==> src/rtl/core_pkg.sv <==
`default_nettype none
// ============================================================================
//  Module   : core_pkg
//  Purpose  : Constants and types shared by the execute and write-back stages.
//             WSEL_* are bit indices into the wselector bundle; PC_STEP is the
//             fall-through increment; ZERO_REG is the hardwired-zero register.
//  Revision : 1.0  initial release
// ============================================================================
package core_pkg;

  localparam int          WSEL_REG = 1;
  localparam int          WSEL_PC  = 2;
  localparam int          WSEL_OUT = 3;
  localparam logic [4:0]  ZERO_REG = 5'd0;
  localparam logic [31:0] PC_STEP  = 32'h4;

  // Write-back commit state: IDLE accepts a bundle, STALL holds an OUT byte
  // until the byte queue has room.
  typedef enum logic [0:0] {
    IDLE  = 1'b0,
    STALL = 1'b1
  } wb_state_t;

endpackage
`default_nettype wire

==> src/rtl/out_fifo.sv <==
`default_nettype none
// ============================================================================
//  Module   : out_fifo
//  Purpose  : Circular byte queue feeding the UART sender.
//  Ports    : clk, rstn        - clock, synchronous active-low reset
//             push, push_data  - enqueue one byte
//             pop              - dequeue head byte (caller guarantees !empty)
//             head             - byte at queue head
//             empty, full      - occupancy flags
//             count            - number of bytes held (0..DEPTH)
//  Revision : 1.0  initial release
// ============================================================================
module out_fifo #(
  parameter int DEPTH = 8
) (
  input  logic                     clk,
  input  logic                     rstn,
  input  logic                     push,
  input  logic [7:0]               push_data,
  input  logic                     pop,
  output logic [7:0]               head,
  output logic                     empty,
  output logic                     full,
  output logic [$clog2(DEPTH):0]   count
);

  localparam int             AW     = $clog2(DEPTH);
  localparam logic [AW:0]    C_FULL = DEPTH[AW:0];

  logic [7:0]    r_mem [DEPTH];
  logic [AW-1:0] r_wptr;
  logic [AW-1:0] r_rptr;
  logic [AW:0]   r_count;

  // Pointers are exactly log2(DEPTH) wide, so they wrap without a compare.
  always_ff @(posedge clk) begin
    if (!rstn) begin
      r_wptr  <= '0;
      r_rptr  <= '0;
      r_count <= '0;
    end else begin
      if (push) r_wptr <= r_wptr + 1'b1;
      if (pop)  r_rptr <= r_rptr + 1'b1;
      case ({push, pop})
        2'b10:   r_count <= r_count + 1'b1;
        2'b01:   r_count <= r_count - 1'b1;
        default: r_count <= r_count;
      endcase
    end
  end

  // Storage needs no reset: an entry is only visible once counted.
  always_ff @(posedge clk) begin
    if (push) r_mem[r_wptr] <= push_data;
  end

  assign head  = r_mem[r_rptr];
  assign empty = (r_count == '0);
  assign full  = (r_count == C_FULL);
  assign count = r_count;

endmodule
`default_nettype wire

==> src/rtl/write_back.sv <==
`default_nettype none
// ============================================================================
//  Module   : write_back
//  Purpose  : Commits an execute-stage result: register-file write strobe,
//             next-PC update and an OUT byte queue drained over valid/ready.
//             done is a level that rises when the commit has fully completed.
//  Ports    : clk, rstn                     - clock, sync active-low reset
//             enable                        - one-cycle bundle-valid pulse
//             wselector, data, rd_in,
//             pc_in, pc_current             - result bundle
//             done                          - completion level
//             reg_we, reg_waddr, reg_wdata  - register-file write port
//             pc_out                        - next PC
//             out_data, out_valid, out_ready- byte stream toward the UART
//  Revision : 1.0  initial release
// ============================================================================
module write_back
  import core_pkg::*;
#(
  parameter int OUT_DEPTH = 8
) (
  input  logic        clk,
  input  logic        rstn,
  input  logic        enable,
  output logic        done,
  input  logic [3:0]  wselector,
  input  logic [31:0] data,
  input  logic [4:0]  rd_in,
  input  logic [31:0] pc_in,
  input  logic [31:0] pc_current,
  output logic        reg_we,
  output logic [4:0]  reg_waddr,
  output logic [31:0] reg_wdata,
  output logic [31:0] pc_out,
  output logic [7:0]  out_data,
  output logic        out_valid,
  input  logic        out_ready
);

  wb_state_t  r_state;
  logic [7:0] r_pend;

  logic                        w_empty;
  logic                        w_full;
  logic                        w_pop;
  logic                        w_slot;
  logic                        w_push;
  logic [7:0]                  w_push_data;
  logic [$clog2(OUT_DEPTH):0]  w_unused_count;
  logic                        w_unused_wsel0;

  assign w_unused_wsel0 = wselector[0];

  assign w_pop  = !w_empty && out_ready;
  // A slot exists if the queue is not full or the head leaves this cycle.
  assign w_slot = !w_full || w_pop;

  assign w_push = (r_state == STALL) ? w_slot
                                     : (enable && wselector[WSEL_OUT] && w_slot);
  assign w_push_data = (r_state == STALL) ? r_pend : data[7:0];

  out_fifo #(
    .DEPTH (OUT_DEPTH)
  ) u_fifo (
    .clk       (clk),
    .rstn      (rstn),
    .push      (w_push),
    .push_data (w_push_data),
    .pop       (w_pop),
    .head      (out_data),
    .empty     (w_empty),
    .full      (w_full),
    .count     (w_unused_count)
  );

  assign out_valid = !w_empty;

  always_ff @(posedge clk) begin
    if (!rstn) begin
      r_state   <= IDLE;
      r_pend    <= '0;
      done      <= 1'b0;
      reg_we    <= 1'b0;
      reg_waddr <= '0;
      reg_wdata <= '0;
      pc_out    <= '0;
    end else begin
      reg_we <= 1'b0;
      case (r_state)
        IDLE: begin
          if (enable) begin
            // Register and PC commit happen now even if the OUT byte stalls.
            if (wselector[WSEL_REG] && (rd_in != ZERO_REG)) begin
              reg_we    <= 1'b1;
              reg_waddr <= rd_in;
              reg_wdata <= data;
            end
            pc_out <= wselector[WSEL_PC] ? pc_in : (pc_current + PC_STEP);
            if (wselector[WSEL_OUT] && !w_slot) begin
              r_state <= STALL;
              r_pend  <= data[7:0];
              done    <= 1'b0;
            end else begin
              done <= 1'b1;
            end
          end
        end
        STALL: begin
          if (w_slot) begin
            done    <= 1'b1;
            r_state <= IDLE;
          end
        end
        default: r_state <= IDLE;
      endcase
    end
  end

  // The controller must not issue a new bundle while an OUT byte is pending.
  a_no_enable_in_stall : assert property (
    @(posedge clk) disable iff (!rstn) !((r_state == STALL) && enable)
  );

endmodule
`default_nettype wire

==> config.mk <==
export PLATFORM = sky130hd
export DESIGN_NAME = write_back
export DESIGN_NICKNAME = d
export VERILOG_FILES = /design/src/rtl/core_pkg.sv /design/src/rtl/out_fifo.sv /design/src/rtl/write_back.sv
export SDC_FILE = /design/constraint.sdc
export NUM_CORES = 1
export LEC_CHECK = 0
export ABC_AREA = 1
export BUFFER_PORTS_ARGS = -buffer_cell sky130_fd_sc_hd__buf_4
export CAP_MARGIN = 40
export CORE_ASPECT_RATIO = 0.9
export CORE_MARGIN = 3
export CORE_UTILIZATION = 45
export DETAILED_ROUTE_END_ITERATION = 10
export PLACE_DENSITY = 0.68
export SLEW_MARGIN = 0
export SYNTH_ARGS = -nofsm -noshare
export SYNTH_HDL_FRONTEND = slang
export SYNTH_SLANG_ARGS = --single-unit
==> constraint.sdc <==
create_clock -name clk -period 2.7 [get_ports clk]
set_input_delay 0.135 -clock clk [delete_from_list [all_inputs] [get_ports clk]]
set_output_delay 0.135 -clock clk [all_outputs]
set_load 0.02 [all_outputs]
After elaboration in Yosys (flattened, before gate mapping)
Memories as Yosys holds them, arrays and structs flattened. A register that Yosys moved wholly into a read port is not among the register bits. Cells that the tools add are included.

Logic and storage cells: 58. Bits of input ports: 109. Memories: 1. Output and inout port bits: 80. Register bits: 90. Memory bits (writable): 64.

Memory list: u_fifo.r_mem (depth 8, bits a word 8, rd ports 1, clocked after Yosys merged registers in 1, wr ports 1, line out_fifo.sv:30) `logic [7:0] r_mem [DEPTH];`.

Mux-type cells: 17. Equal/unequal tests: 5. Reduce and logical (&&, ||, !) cells: 17. Add/subtract/negate cells: 5. Bitwise gates (word level): 3.

Operator list (number): $add 32x3->32 const B (1); $mux 32 (1); $mux 1 (10); $mux 8 (1); $pmux 4 s2 (1); $add 3x1->3 const B (2); $mux 3 (2); $reduce_and 3->1 (2); $logic_and 1x1->1 (5); $reduce_bool 5->1 (1); $add 4x1->4 const B (1); $eq 4x4->1 const B (1); $logic_not 4->1 (1); $pmux 1 s2 (2); $reduce_and 2->1 (2); $sub 4x1->4 const B (1); $logic_not 1->1 (3); $not 1->1 (3); $reduce_or 3->1 (1); $eq 2x1->1 const B (1); $eq 2x2->1 const B (1); $ne 2x1->1 const B (1); $ne 2x2->1 const B (1); $reduce_bool 2->1 (1); $logic_or 1x1->1 (1).

Longest topological paths before layout
Depth in word-level cells: 9. Depth in mapped cells: 12. Depth with buffers taken out: 12.

Modules after synthesis
A second synthesis with hierarchy kept.

Cells, all modules: 885. Area, all modules: 7116.8 um^2.

By module, submodules not included: write_back (times used 1, area an instance 3980.1 um^2, cells each 617, sequential area each 1601.5 um^2); out_fifo (times used 1, area an instance 3136.8 um^2, cells each 268, sequential area each 2182.1 um^2).

Worst setup path before layout
OpenSTA, ideal clock, no wires.

Path type: register -> register. Start point: register u_fifo.r_count[0] (netlist: u_fifo.count[0]). End point: register u_fifo.r_count[2] (netlist: u_fifo.count[2]). Arrival: 1.892 ns. Slack: 0.693 ns. Required time: 2.585 ns. Cell stages (with the launch flop): 12. Buffers on the path: 0. Period minus slack after synthesis: 2.007 ns. Library setup time: 0.115 ns. Path through: dfxtp_1 -> nor2_1 -> nand3_1 -> nand2_1 -> inv_1 -> ha_1 -> xor2_1 -> ha_1 -> a21oi_1 -> xor2_1 -> o21ai_0 -> inv_1.

Word-level cells in the longest chain between the ends: 8. Elaborated cells on any way between the ends: 14. Classes of those cells: add/sub (2); eq/ne (3); mux (2); reduce/logical (7).

RTL lines: start: declaration (line out_fifo.sv:33) `logic [AW:0] r_count;`; start signal: assignment (line out_fifo.sv:45) `2'b10: r_count <= r_count + 1'b1;`; start signal: assignment (line out_fifo.sv:46) `2'b01: r_count <= r_count - 1'b1;`; start signal: assignment (line out_fifo.sv:47) `default: r_count <= r_count;`; $logic_not 4->1 (*) (line out_fifo.sv:58) `assign empty = (r_count == '0);`; $logic_not 1->1 (*); net out_valid (line write_back.sv:36) `output logic out_valid,`; $logic_and 1x1->1 (*) (line write_back.sv:54) `assign w_pop = !w_empty && out_ready;`; $logic_or 1x1->1 (line write_back.sv:56) `assign w_slot = !w_full || w_pop;`; $logic_and 1x1->1 (line write_back.sv:59) `: (enable && wselector[WSEL_OUT] && w_slot);`; $mux 1 (line write_back.sv:58) `assign w_push = (r_state == STALL) ? w_slot`; $eq 2x1->1 or $eq 2x2->1 (tied branches) (line out_fifo.sv:44) `case ({push, pop})`; $pmux 4 s2 or $reduce_bool 2->1 (tied branches).

Mark *: on every way through the listed nets, which the timed path passes. The rest lies on a longest branch. A chain may end at the register's enable or synchronous reset.

==> flow_summary.yaml <==
cts:
  cts_tree: "built"
  post_cts_resized: 0
  htree_levels: 4
  clk_latency_ns: 0.41
  clkSlewWorstSetupHoldPaths_ns: 0.06
  cts_inserted_buffers: 17
  clock-sinks: 157
  clk_path_buf_depth: 2
  ctsRootBufferMaster: "clkbuf_16"
yosys:
  netlist.area_leader.share: 0.268
  yosys.area.top_type: "edfxtp_1"
  synth_cells: 883
  synthAdderAreaFrac: 0.0105
  async_flop_share: 0
  synth_ff_type: "dfxtp_1"
  seq_area_frac_synth: 0.527
  synthMuxAreaShare: 0
  synth_edf_count: 64
  syn_area_sq_um: 7180
  synth_simple_gate_area_share: 0.256
  syn_area_per_cell_sq_um: 8.13
  ys_ff_latch: 157
  synth_compound_area_frac: 0.139
  synth_xor_area_frac: 0.0157
  yosys_warnings: 0
  synth_nets: 998
  synth_top_family_by_area: "simple AND/OR/NAND/NOR gates"
  netlist_top_cells_area: "edfxtp_1 (27%), dfxtp_1 (26%), nor2_1 (11%), nand2_1 (8.1%), o21ai_0 (5.9%)"
  synth.distinct_cells: 35
setup_path:
  cp_max_fo: 18
  end_kind: "output port"
  criticalPathCategory: "reg -> out"
  rrSetupSlack_ns: 0.53
  arrival_ns: 2.17
  startpoint_type: "flip-flop"
  critPathRequiredTime_ns: 2.57
run:
  cap_violations: 0
grt:
  overflow: 0
  antenna_found_initial: 0
  grt_pass1_vias: 6427
  grt_first_pass_wirelength_um: 32100
  grt_use_total: 0.227
  grt_start_max_net_pins: 49
placed_design:
  dp_hpwl_um: 13700
  dp_cells: 1252
  gp_congestion: 0.872
  port-buffer-count: 187
floorplanning:
  rows: 43
  core_sq_um: 15500
  die_area_sq_um: 17500
  initial_utilization: 0.463
  dieWidth_um: 139
  io_pins: 189
  die_h_um: 126
detailed_routing:
  ant_nets: 0
  drc: 0
  vias_per_cell: 5.00
  dr.pass1.iters: 5
  drt-total-wl_um: 19800
  wl_per_cell_um: 14.9
  via_count: 6640
  drt_iter0_markers: 394
timing:
  fin_crit_sh: 0.854
  slew-limit-headroom: 0.544
  grt_setup_unrepaired: "no"
  finClkSkew_ns: 0.0119
  period_minus_slack_ns: 2.31
  worst_pin_slew_ns: 0.680
  hold_ws_ns: 0.0115
  maxSlewViolCount: 0
  finalSetupViolCount: 0
  fmax_mhz: 434
  fin_setup_tns_ns: 0
  hold_viol_final: 0
power:
  clock_power_share: 0.351
  power_density_nw_per_um2: 686
  seqPwrFrac: 0.402
  total_switching_power_uw: 2070
  ir_drop_uv: 509
  p_int_uw: 4660
  switching_share: 0.307
  leakage_uw: 0.00428
  p_comb_frac: 0.247
status:
  outcome: "complete, no violations"
layout:
  layout.cells.most_common: "nor2_1"
  drive_gt1_frac: 0.246
  layout_common_cells: "nor2_1 (217), buf_4 (205), nand2_1 (155), dfxtp_1 (93), o21ai_0 (84)"
  antenna_cells: 0
  final_core_util: 0.634
  finalNonFillerCells: 1329
  syn2layout_area_growth_pct: 36.7
  final_nets: 1229
min_path:
  hold_path_class: "in -> reg"
[path summary, 6_finish.rpt]
| path | cells past startpoint | to | from |
|---|---|---|---|
| max | 7 | out_data[1] | flip-flop |
| min | 3 | reg_wdata[21]$_SDFFE_PN0P_ | data[21] |
| max reg2reg | 10 | u_fifo.count[2]$_SDFFE_PN0P_ | u_fifo.count[0]$_SDFFE_PN0P_ |
| min reg2reg | 2 | pc_out[31]$_SDFFE_PN0P_ | pc_out[31]$_SDFFE_PN0P_ |
[sequential cells by signal, indices dropped and copies added (netlist names), 3 cells and up, named ones only]
name and count:
u_fifo.r_mem 64, r_pend 8, u_fifo.count 4, pc_out 32, u_fifo.r_wptr 3, reg_waddr 5, reg_wdata 32, u_fifo.r_rptr 3
[power groups by stage]
stage	Clock [uW]	Sequential, uW	Combinational (uW)
floorplan	0	2830	905
finish	2360	2700	1660
global route	2520	2720	1860
detailed placement	0	2750	1610
CTS	2410	2700	1670
global placement	0	2750	1600
[metrics by stage]
stage | total power (uW) | setup WS (ns) | instance area (sq um)
floorplan | 3740 | 0.693 | 7180
detailed placement | 4360 | 0.544 | 8780
CTS | 6780 | 0.363 | 9820
global route | 7100 | 0.172 | 9820
global placement | 4340 | 0.613 | 8780
finish | 6730 | 0.395 | 9820
[Yosys cell counts (5+ instances only)]
| cell | n |
|---|---|
| nor2_1 | 217 |
| inv_1 | 38 |
| xor2_1 | 7 |
| ha_1 | 6 |
| nand3_1 | 35 |
| clkbuf_1 | 15 |
| o21ai_0 | 84 |
| buf_4 | 5 |
| a21oi_1 | 54 |
| dfxtp_1 | 93 |
| buf_1 | 5 |
| a21oi_2 | 10 |
| nand2_1 | 155 |
| nor2_2 | 7 |
| nand2_2 | 5 |
| a31oi_1 | 8 |
| buf_2 | 11 |
| o21ai_1 | 21 |
| o22ai_1 | 8 |
| edfxtp_1 | 64 |
| inv_2 | 6 |
[per-layer routing]
layer / up-vias / share of wire / track usage / routed length, um
met4: 0 / 0.023 / 0.0771 / 458
li1: 3387 / - / - / -
met3: 32 / 0.079 / 0.0850 / 1560
met2: 204 / 0.47 / 0.368 / 9210
met1: 3017 / 0.43 / 0.281 / 8540
met5: - / 0 / 0 / 0
[timing repair]
| action | in CTS | in global routing |
|---|---|---|
| endpoints found under the setup margin | 0 | 0 |
| hold endpoints to repair | 51 | 0 |
| hold buffers | 45 | 0 |
| setup buffers | 0 | 0 |
[cell type report]
class	instances	area, sq um
multi-input cells	641	3030
flip-flops and latches	157	3780
clock inverters	15	160
repair buffers	250	1990
inverters	47	179
clock buffers	17	425
fillers	1371	5680
well taps	202	253
[kinds of logic after synthesis]
kind of cell    Yosys count
compound gates          187
xor+xnor                 12
fa+ha+maj                 6
buf+inv                  85
flops                   157
simple gates            436
[critical path, stage by stage (launching register included)]
cell     delay (ns)
dfxtp_1        0.32
inv_1          0.40
buf_4          0.30
o21ai_0        0.09
o22ai_1        0.20
nor2_1         0.07
a31oi_1        0.20
buf_4          0.17
No activity file was read; power rests on OpenSTA's default activity.
